## src/rtl/seg_scan_capture.sv

```systemverilog
// Receive-side monitor for a 4-digit multiplexed 7-segment scan: synchronises the
// anode/cathode pins, rebuilds the digit patterns and checks scan order and liveness.
module seg_scan_capture #(
   parameter int SETTLE  = 4,
   parameter int TIMEOUT = 1000000,
   parameter int TO_W    = 20
) (
   input  logic       clock_100Mhz,
   input  logic       reset,
   input  logic [3:0] Anode_Activate,
   input  logic [6:0] LED_out,
   output logic [6:0] digit0,
   output logic [6:0] digit1,
   output logic [6:0] digit2,
   output logic [6:0] digit3,
   output logic       frame_done,
   output logic       scan_err,
   output logic       scan_valid
);

   localparam int               ST_W    = $clog2(SETTLE + 1);
   localparam logic [ST_W-1:0]  ST_FIRE = ST_W'(SETTLE - 1);
   localparam logic [ST_W-1:0]  ST_MAX  = ST_W'(SETTLE);
   localparam logic [TO_W-1:0]  TO_LIM  = TO_W'(TIMEOUT);

   typedef enum logic {HUNT = 1'b0, TRACK = 1'b1} state_t;

   logic [3:0]      an_s1_q, an_s2_q, an_prev_q;
   logic [6:0]      cat_s1_q, cat_s2_q, cat_prev_q;
   logic [ST_W-1:0] stab_q, stab_d;
   logic [TO_W-1:0] to_q, to_d;
   logic [6:0]      dig_q [4];
   state_t          state_q;
   logic [1:0]      expect_q, last_q;
   logic            frame_q, err_q, valid_q;

   logic            legal_s, illegal_s, same_s, an_new_s, fire_s, timeout_s;
   logic [1:0]      idx_s;

   // Anode decode: one-hot-low is a digit, all-high is blank, anything else is illegal.
   always_comb begin
      legal_s   = 1'b0;
      illegal_s = 1'b0;
      idx_s     = 2'd0;
      case (an_s2_q)
         4'b0111: begin legal_s = 1'b1; idx_s = 2'd0; end
         4'b1011: begin legal_s = 1'b1; idx_s = 2'd1; end
         4'b1101: begin legal_s = 1'b1; idx_s = 2'd2; end
         4'b1110: begin legal_s = 1'b1; idx_s = 2'd3; end
         4'b1111: begin legal_s = 1'b0; idx_s = 2'd0; end
         default: illegal_s = 1'b1;
      endcase
   end

   assign same_s   = (an_s2_q == an_prev_q) && (cat_s2_q == cat_prev_q);
   assign an_new_s = (an_s2_q != an_prev_q);

   // Settle and timeout counters; saturation past SETTLE-1 keeps capture one-shot per dwell.
   always_comb begin
      if (!legal_s) begin
         stab_d = '0;
      end else if (!same_s) begin
         stab_d = '0;
      end else if (stab_q != ST_MAX) begin
         stab_d = stab_q + 1'b1;
      end else begin
         stab_d = stab_q;
      end

      fire_s = legal_s && (stab_d == ST_FIRE) && ((stab_d != stab_q) || !same_s);

      if (fire_s) begin
         to_d = '0;
      end else if (to_q != TO_LIM) begin
         to_d = to_q + 1'b1;
      end else begin
         to_d = to_q;
      end

      timeout_s = (to_q == TO_LIM) && !fire_s;
   end

   // Input synchronisers, change tracking, counters and digit capture.
   always_ff @(posedge clock_100Mhz or posedge reset) begin
      if (reset) begin
         an_s1_q    <= 4'hF;
         an_s2_q    <= 4'hF;
         an_prev_q  <= 4'hF;
         cat_s1_q   <= 7'h7F;
         cat_s2_q   <= 7'h7F;
         cat_prev_q <= 7'h7F;
         stab_q     <= '0;
         to_q       <= '0;
         for (int i = 0; i < 4; i++) begin
            dig_q[i] <= 7'h00;
         end
      end else begin
         an_s1_q    <= Anode_Activate;
         an_s2_q    <= an_s1_q;
         an_prev_q  <= an_s2_q;
         cat_s1_q   <= LED_out;
         cat_s2_q   <= cat_s1_q;
         cat_prev_q <= cat_s2_q;
         stab_q     <= stab_d;
         to_q       <= to_d;
         if (fire_s) begin
            dig_q[idx_s] <= ~cat_s2_q;
         end else begin
            dig_q[idx_s] <= dig_q[idx_s];
         end
      end
   end

   // Scan-order FSM with registered status; an illegal anode outranks any capture.
   always_ff @(posedge clock_100Mhz or posedge reset) begin
      if (reset) begin
         state_q  <= HUNT;
         expect_q <= 2'd0;
         last_q   <= 2'd0;
         frame_q  <= 1'b0;
         err_q    <= 1'b0;
         valid_q  <= 1'b0;
      end else begin
         frame_q <= 1'b0;
         err_q   <= 1'b0;
         if (illegal_s) begin
            state_q <= HUNT;
            if (an_new_s) begin
               err_q   <= 1'b1;
               valid_q <= 1'b0;
            end else begin
               valid_q <= valid_q;
            end
         end else if (fire_s) begin
            last_q <= idx_s;
            case (state_q)
               HUNT: begin
                  if (idx_s == 2'd0) begin
                     state_q  <= TRACK;
                     expect_q <= 2'd1;
                  end else begin
                     state_q  <= HUNT;
                  end
               end
               TRACK: begin
                  if (idx_s == expect_q) begin
                     expect_q <= expect_q + 2'd1;
                     if (idx_s == 2'd3) begin
                        frame_q <= 1'b1;
                        valid_q <= 1'b1;
                     end else begin
                        frame_q <= 1'b0;
                     end
                  end else if (idx_s != last_q) begin
                     err_q   <= 1'b1;
                     valid_q <= 1'b0;
                     if (idx_s == 2'd0) begin
                        state_q  <= TRACK;
                        expect_q <= 2'd1;
                     end else begin
                        state_q  <= HUNT;
                     end
                  end else begin
                     state_q <= TRACK;
                  end
               end
               default: state_q <= HUNT;
            endcase
         end else if (timeout_s) begin
            valid_q <= 1'b0;
            state_q <= HUNT;
         end else begin
            state_q <= state_q;
         end
      end
   end

   assign digit0     = dig_q[0];
   assign digit1     = dig_q[1];
   assign digit2     = dig_q[2];
   assign digit3     = dig_q[3];
   assign frame_done = frame_q;
   assign scan_err   = err_q;
   assign scan_valid = valid_q;

endmodule

```

## config.mk

```make
export PLATFORM = sky130hd
export DESIGN_NAME = seg_scan_capture
export DESIGN_NICKNAME = d
export VERILOG_FILES = /design/src/rtl/seg_scan_capture.sv
export SDC_FILE = /design/constraint.sdc
export NUM_CORES = 1
export LEC_CHECK = 0
export ABC_CLOCK_PERIOD_IN_PS = 3100
export CAP_MARGIN = 20
export CORE_MARGIN = 3
export CORE_UTILIZATION = 25
export DETAILED_ROUTE_END_ITERATION = 8
export PLACE_DENSITY = 0.46
export SLEW_MARGIN = 20
export SYNTH_ARGS = -nofsm -noshare
export SYNTH_HDL_FRONTEND = slang
export SYNTH_SLANG_ARGS = --single-unit
```

## constraint.sdc

```tcl
create_clock -name clock_100Mhz -period 3.1 [get_ports clock_100Mhz]
set_input_delay 0.31 -clock clock_100Mhz [delete_from_list [all_inputs] [get_ports clock_100Mhz]]
set_output_delay 0.31 -clock clock_100Mhz [all_outputs]
set_load 0.02 [all_outputs]
```

==> qor.log, run 1 <==
[status] status finished clean
[synth] part of the Yosys area used for sequential elements 0.551
[die] Floorplan Core Area 0.0166 mm²
[worst_hold_path] Hold/Removal Path Class flop to flop
[timing] Fin Clk Skew 0.00850 ns
[timing] clock period minus final worst setup slack 2.78 ns
[clock_network] count of instances resized after the clock tree is built 0
[setup_path] critical path endpoint category flop
[placement] gpl congestion 0.773
[setup_path] R2R depth 6
[placement] count of port buffers added during placement 43
[cells_and_area] count of placed standard cells in the final layout, fillers left out 638
[pwr] Leakage Power 2.21 nW
[timing] RSZ-0062 raised after global routing false
[setup_path] endpoint of the most critical register-to-register path digit1[6]
[die] I/O pin cnt 44
[routing] DRC marker count from the first detailed-route iteration 202
[timing] actual transition at the worst max-transition pin 0.820 ns
[setup_path] CP startpoint kind flop
[routing] number of nets still failing antenna checks after routing 0
[synth] netlist area before placement 0.00425 mm²
[pwr] Final Total Pwr 2.69 mW
[pwr] worst-case vdd ir drop 0.000253 V
[die] overall die height 136 µm
[timing] share of the clock period used by the worst path 0.897
[timing] Max-slew headroom 0.453
[cells_and_area] # nets final 430
[worst_hold_path] start point of the worst hold path cat_s1_q[1]
[cells_and_area] leading cell type in the layout, fill and taps excluded dfrtp_1
[grt] number of antenna violations at the first check in global routing 0
[cells_and_area] number of fill cells 1680
[clock_network] CTS Buf Count 9
[clock_network] number of setup buffers added after CTS 0
[grt] vias in the first global route 2963
[die] effective utilization at floorplan 0.256
[worst_hold_path] endpoint of the worst hold path cat_s2_q[1]
[synth] number of distinct library cell variants in the gate-level netlist after synthesis 55
[placement] DP Cell Count 622
[setup_path] maximum net fanout on the critical path 19
[clock_network] # clock sinks 92
[clock_network] Clock Tree Buf Depth 2
[routing] via total after detailed routing 2843
[routing] Vias per Instance 4.46
[synth] number of enable-type register cells in the synthesized netlist 0
[setup_path] worst endpoint data arrival time 3.01 ns
[clock_network] CTS tree done
[setup_path] worst reg2reg startpoint an_s2_q[2]
[flow_run] count of max-cap constraint violations 0
[clock_network] Hold Buf Count CTS 0
[clock_network] clock slew seen by the registers of the worst setup and hold paths 0.07 ns
[synth] syn_nets 383
[setup_path] Max stage delay on crit path 0.77 ns
[routing] routed length per placed instance 14.9 µm
[synth] Yosys warnings 0
[cells_and_area] share of final-layout standard cells stronger than drive strength 1 0.242
[setup_path] cell chain of the critical path nand4b_2 > o211a_1 > o22ai_1 > a211o_1 > mux2i_1 > mux2_2
[clock_network] CTS H-tree depth 3
[cells_and_area] number of antenna diodes 0
[setup_path] Worst Setup Path Type flop to flop
[die] overall die area 0.0186 mm²
[pwr] Power Density 514 mW/mm²
[timing] Pins Over Slew Limit 0
[timing] final setup fails 0
[synth] cells after synthesis 366
[worst_hold_path] hold depth 0
[synth] synthesized flop and latch total 92
[setup_path] standard cell with the maximum stage delay on the critical path dfstp_2
[clock_network] CTS root buf clkbuf_16
[timing] Final TNS setup 0 ns
[grt] wire length of the first global-routing pass 15.7 mm
[routing] post-route DRC violation count 0
[die] std cell rows 47
[grt] total congestion overflow 0
[clock_network] clock latency on the worst-skew pair 0.35 ns
[placement] sum of net half-perimeters after detailed placement 6.61 mm
[routing] routed wire length 9.48 mm
[synth] main flop type after synthesis dfrtp_1
[die] die width 136 µm
[timing] Max Clk Rate 360 MHz
[cells_and_area] highest-count cells in the layout ignoring fill and taps dfrtp_1, clkdlybuf4s50_1, nor2_1
[grt] gr usage total 0.111
[synth] share of flip-flops with an asynchronous set or reset 1.00
[setup_path] required time worst endpoint 3.34 ns
[cells_and_area] area growth from synthesis to final layout 23.3%
[synth] Avg Inst Size Synth 11.6 µm²
[timing] number of hold-slack violations in the final timing report 0
[routing] Pre-antenna DRT Iters 4
[grt] largest net degree at the start of global routing 45
[setup_path] worst-case register-to-register setup slack 0.32 ns
worst max-delay path, delay by kind of cell (launching register included):
| family | cells | cell delay (ns) |
|---|---|---|
| simple gates | 1 | 0.24 |
| flops | 1 | 0.77 |
| mux | 2 | 0.49 |
| compound gates | 3 | 1.16 |
kinds of logic after synthesis:
family / count (synthesis) / synth area share
XOR/XNOR: 32 / 0.0659
buffers and inverters: 24 / 0.0286
AO/OA/AOI/OAI: 63 / 0.112
adder cells (fa/ha/maj): 4 / 0.0118
multiplexers: 25 / 0.0692
flip-flops: 92 / 0.551
AND/OR/NAND/NOR: 126 / 0.162
how the worst max path moves through the flow:
stage | depth (start not counted) | to | start
final | 6 | digit1[6] | an_s2_q[2]
after floorplan | 1 | digit0[0] | reset
after global placement | 6 | digit1[6] | an_s2_q[2]
after detailed placement | 6 | digit1[6] | an_s2_q[2]
after CTS | 6 | digit1[6] | an_s2_q[2]
after global routing | 6 | digit1[6] | an_s2_q[2]
per-stage QoR:
stage	instance area, µm²	worst slack, ns	hold slack (ns)	utilization
4_1_cts	5240	0.310	0.340	0.316
5_1_grt	5240	0.163	0.340	0.316
2_1_floorplan	4250	0.453	0.314	-
6_report	5240	0.320	0.356	0.316
3_5_place_dp	4950	0.329	0.347	0.298
3_3_place_gp	4950	0.342	0.347	0.298
synth_stat cells (6+ instances only):
| cell type | n | area share |
|---|---|---|
| dfrtp_1 | 59 | 0.35 |
| nor2_1 | 34 | 0.030 |
| dfstp_2 | 33 | 0.20 |
| nand2_1 | 33 | 0.029 |
| xor2_1 | 25 | 0.052 |
| o21ai_2 | 16 | 0.033 |
| nand3_1 | 13 | 0.015 |
| mux2_2 | 11 | 0.029 |
| o21ai_0 | 11 | 0.013 |
| inv_1 | 8 | 0.0071 |
| mux2i_1 | 8 | 0.019 |
| clkbuf_1 | 7 | 0.0062 |
| xnor2_1 | 7 | 0.014 |
| mux2_4 | 6 | 0.021 |
| nand4_1 | 6 | 0.0088 |
per-layer routing:
layer	GRT usage	routed length (µm)	share of wire
met1	0.147	4540	0.48
met2	0.168	4350	0.46
met3	0.0274	350	0.037
met4	0.0599	239	0.025
met5	0	0	0
cell type report:
class                           instances  area [µm²]  area share
Sequential cell                        92        2340       0.447
Clock buffer                           12         268      0.0511
Clock inverter                          4        28.8     0.00549
Multi-Input combinational cell        250        1790       0.341
Inverter                                8        31.3     0.00597
Tap cell                              220         275      0.0525
Timing Repair Buffer                   52         510      0.0974
power breakdown:
group / switching (mW) / total (mW) / leakage, nW / internal, mW
logic: 0.146 / 0.282 / 0.911 / 0.136
clock network: 0.471 / 1.09 / 0.149 / 0.618
registers: 0.0523 / 1.32 / 1.15 / 1.27
flip-flops by register name, summed over array words and instances (netlist names), 2 cells and up:
signal	cells
cat_prev_q	7
cat_s2_q	7
to_q	20
expect_q	2
an_s2_q	4
digit0	7
last_q	2
cat_s1_q	7
digit1	7
digit3	7
an_prev_q	4
stab_q	3
an_s1_q	4
digit2	7
No activity file was read; power rests on OpenSTA's default activity.
==> inputs of run 2 (changes only) <==
ABC_CLOCK_PERIOD_IN_PS = 2900   (was 3100)
RECOVER_POWER = 50   (was not set)
clock period = 2.9 ns   (was 3.1 ns; I/O delays follow)
==> run 2 against run 1 <==
Net effect: the run now ends with capacitance limit, slew limit left; total power grew 13%; highest routed layer unchanged; critical path depth grew 1; clock power grew 22%; worst setup slack gained 0.024 ns.
==> qor.log, run 2 (same netlist as run 1, synthesis figures left out) <==
[setup_path] cell chain of the critical path xor2_1 > nor4_4 > nand4b_4 > a211o_1 > buf_12 > mux2_4 > o21ai_2
[status] violated checks capacitance limit, slew limit
[die] die width 136 µm
[die] overall die height 136 µm
[clock_network] # clock sinks 92
[timing] clock period minus final worst setup slack 2.56 ns
[setup_path] CP startpoint kind flop
[worst_hold_path] Hold/Removal Path Class flop to flop
[routing] routed wire length 9.61 mm
[clock_network] CTS tree done
[setup_path] cell class contributing the biggest share of worst-path delay flip-flops
[timing] Final TNS setup 0 ns
[placement] Setup Slack @ Placement 0.393 ns
[timing] worst-case setup margin in the final layout 0.344 ns
[clock_network] clock slew seen by the registers of the worst setup and hold paths 0.07 ns
[setup_path] number of buffer and inverter stages on the critical path 1
[cells_and_area] post-layout util 0.321
[grt] vias in the first global route 2923
[pwr] Comb power frac 0.100
[pwr] sequential share of power 0.463
[setup_path] maximum net fanout on the critical path 15
[cells_and_area] register containing the most flip-flops in the final layout to_q
[cells_and_area] area occupied by multi-input gates 0.00179 mm²
[cells_and_area] leading cell type in the layout, fill and taps excluded dfrtp_1
[cells_and_area] number of flip-flops in the largest register 20
[cells_and_area] count of placed standard cells in the final layout, fillers left out 642
[timing] RSZ-0062 raised after global routing false
[timing] final setup fails 0
[timing] Fin Clk Skew 0.0119 ns
[die] std cell rows 47
[setup_path] Max stage delay on crit path 0.79 ns
[cells_and_area] Register Area 0.00234 mm²
[cells_and_area] share of final-layout standard cells stronger than drive strength 1 0.232
[cells_and_area] number of antenna diodes 0
[die] I/O pin cnt 44
[clock_network] CTS H-tree depth 3
[setup_path] required time worst endpoint 3.17 ns
[pwr] Power Density 571 mW/mm²
[pwr] fraction of power spent switching nets 0.242
[routing] routed length per placed instance 15.0 µm
[placement] sum of net half-perimeters after detailed placement 6.71 mm
[timing] actual transition at the worst max-transition pin 2.06 ns
[pwr] part of the power in the clock network 0.438
[grt] wire length of the first global-routing pass 16.0 mm
[routing] Vias per Instance 4.47
[die] Floorplan Core Area 0.0166 mm²
[setup_path] Worst Setup Path Type flop to flop
[routing] via total after detailed routing 2868
[grt] number of antenna violations at the first check in global routing 0
[placement] DP Cell Count 626
[cells_and_area] # nets final 434
[cells_and_area] number of fill cells 1724
[setup_path] critical path endpoint category flop
[clock_network] clock latency on the worst-skew pair 0.35 ns
[status] status finished, violations left
[pwr] worst-case vdd ir drop 0.000332 V
[clock_network] count of instances resized after the clock tree is built 0
[setup_path] worst endpoint data arrival time 2.83 ns
[clock_network] number of setup buffers added after CTS 0
[clock_network] CTS root buf clkbuf_16
[routing] DRC marker count from the first detailed-route iteration 156
[routing] Pre-antenna DRT Iters 4
[clock_network] Hold Buf Count CTS 0
[setup_path] standard cell with the maximum stage delay on the critical path dfstp_1
[timing] share of the clock period used by the worst path 0.881
[pwr] switching power 0.733 mW
[flow_run] count of max-cap constraint violations 1
[cells_and_area] highest-count cells in the layout ignoring fill and taps dfrtp_1, nor2_1, nand2_1
[pwr] design internal power 2.30 mW
[grt] largest net degree at the start of global routing 93
[cells_and_area] area growth from synthesis to final layout 25.1%
[clock_network] Clock Tree Buf Depth 2
[timing] Max-slew headroom -0.376
[grt] gr usage total 0.111
[timing] Pins Over Slew Limit 93
[placement] count of port buffers added during placement 43
[placement] gpl congestion 0.756
[grt] total congestion overflow 0
[pwr] Leakage Power 2.24 nW
[routing] number of nets still failing antenna checks after routing 0
[timing] Max Clk Rate 391 MHz
[die] overall die area 0.0186 mm²
[die] effective utilization at floorplan 0.256
[timing] number of hold-slack violations in the final timing report 0
[clock_network] CTS Buf Count 9
[routing] post-route DRC violation count 0
[pwr] Final Total Pwr 3.04 mW
==> run 2: power groups by stage <==
stage	registers, mW	clock network [mW]	logic, mW
3_5_place_dp	1.43	0	0.314
2_1_floorplan	1.45	0	0.154
6_report	1.41	1.33	0.302
4_1_cts	1.41	1.38	0.314
3_3_place_gp	1.43	0	0.314
5_1_grt	1.41	1.43	0.331
==> run 2: layer usage <==
metal,vias up,track usage,share of wire
li1,1405,-,-
met1,1418,0.144,0.46
met5,-,0,0
met3,12,0.0289,0.042
met2,33,0.174,0.48
met4,0,0.0476,0.019
==> run 2: per-stage QoR <==
step | hold slack, ns | cell area [µm²]
detailed placement | 0.347 | 4990
global placement | 0.347 | 4990
finish | 0.359 | 5320
global route | 0.365 | 5320
floorplan | 0.294 | 4250
CTS | 0.333 | 5330
==> run 2: cell type report <==
type | instances | share of cell area
sequential | 92 | 0.441
timing repair buffer | 56 | 0.101
multi-input combinational | 250 | 0.336
clock inverter | 4 | 0.0106
inverter | 8 | 0.00588
tap | 220 | 0.0518
clock buffer | 12 | 0.0543
==> run 2: worst reg2reg max path, stage by stage (launching register included) <==
cell and delay (ns):
dfstp_1 0.79, xor2_1 0.20, nor4_4 0.29, nand4b_4 0.18
a211o_1 0.37, buf_12 0.20, mux2_4 0.34, o21ai_2 0.11
==> run 2: final timing paths <==
check | startpoint | end | slack (ns) | depth (start not counted)
setup / recovery | an_s2_q[2] | digit3[3] | 0.34 | 7
hold / removal | an_s1_q[0] | an_s2_q[0] | 0.36 | 0
max in group asynchronous | reset | digit3[3] | 0.64 | 3
min in group asynchronous | reset | to_q[2] | 1.02 | 3
setup reg to reg | an_s2_q[2] | digit3[3] | 0.34 | 7
hold reg to reg | an_s1_q[0] | an_s2_q[0] | 0.36 | 0
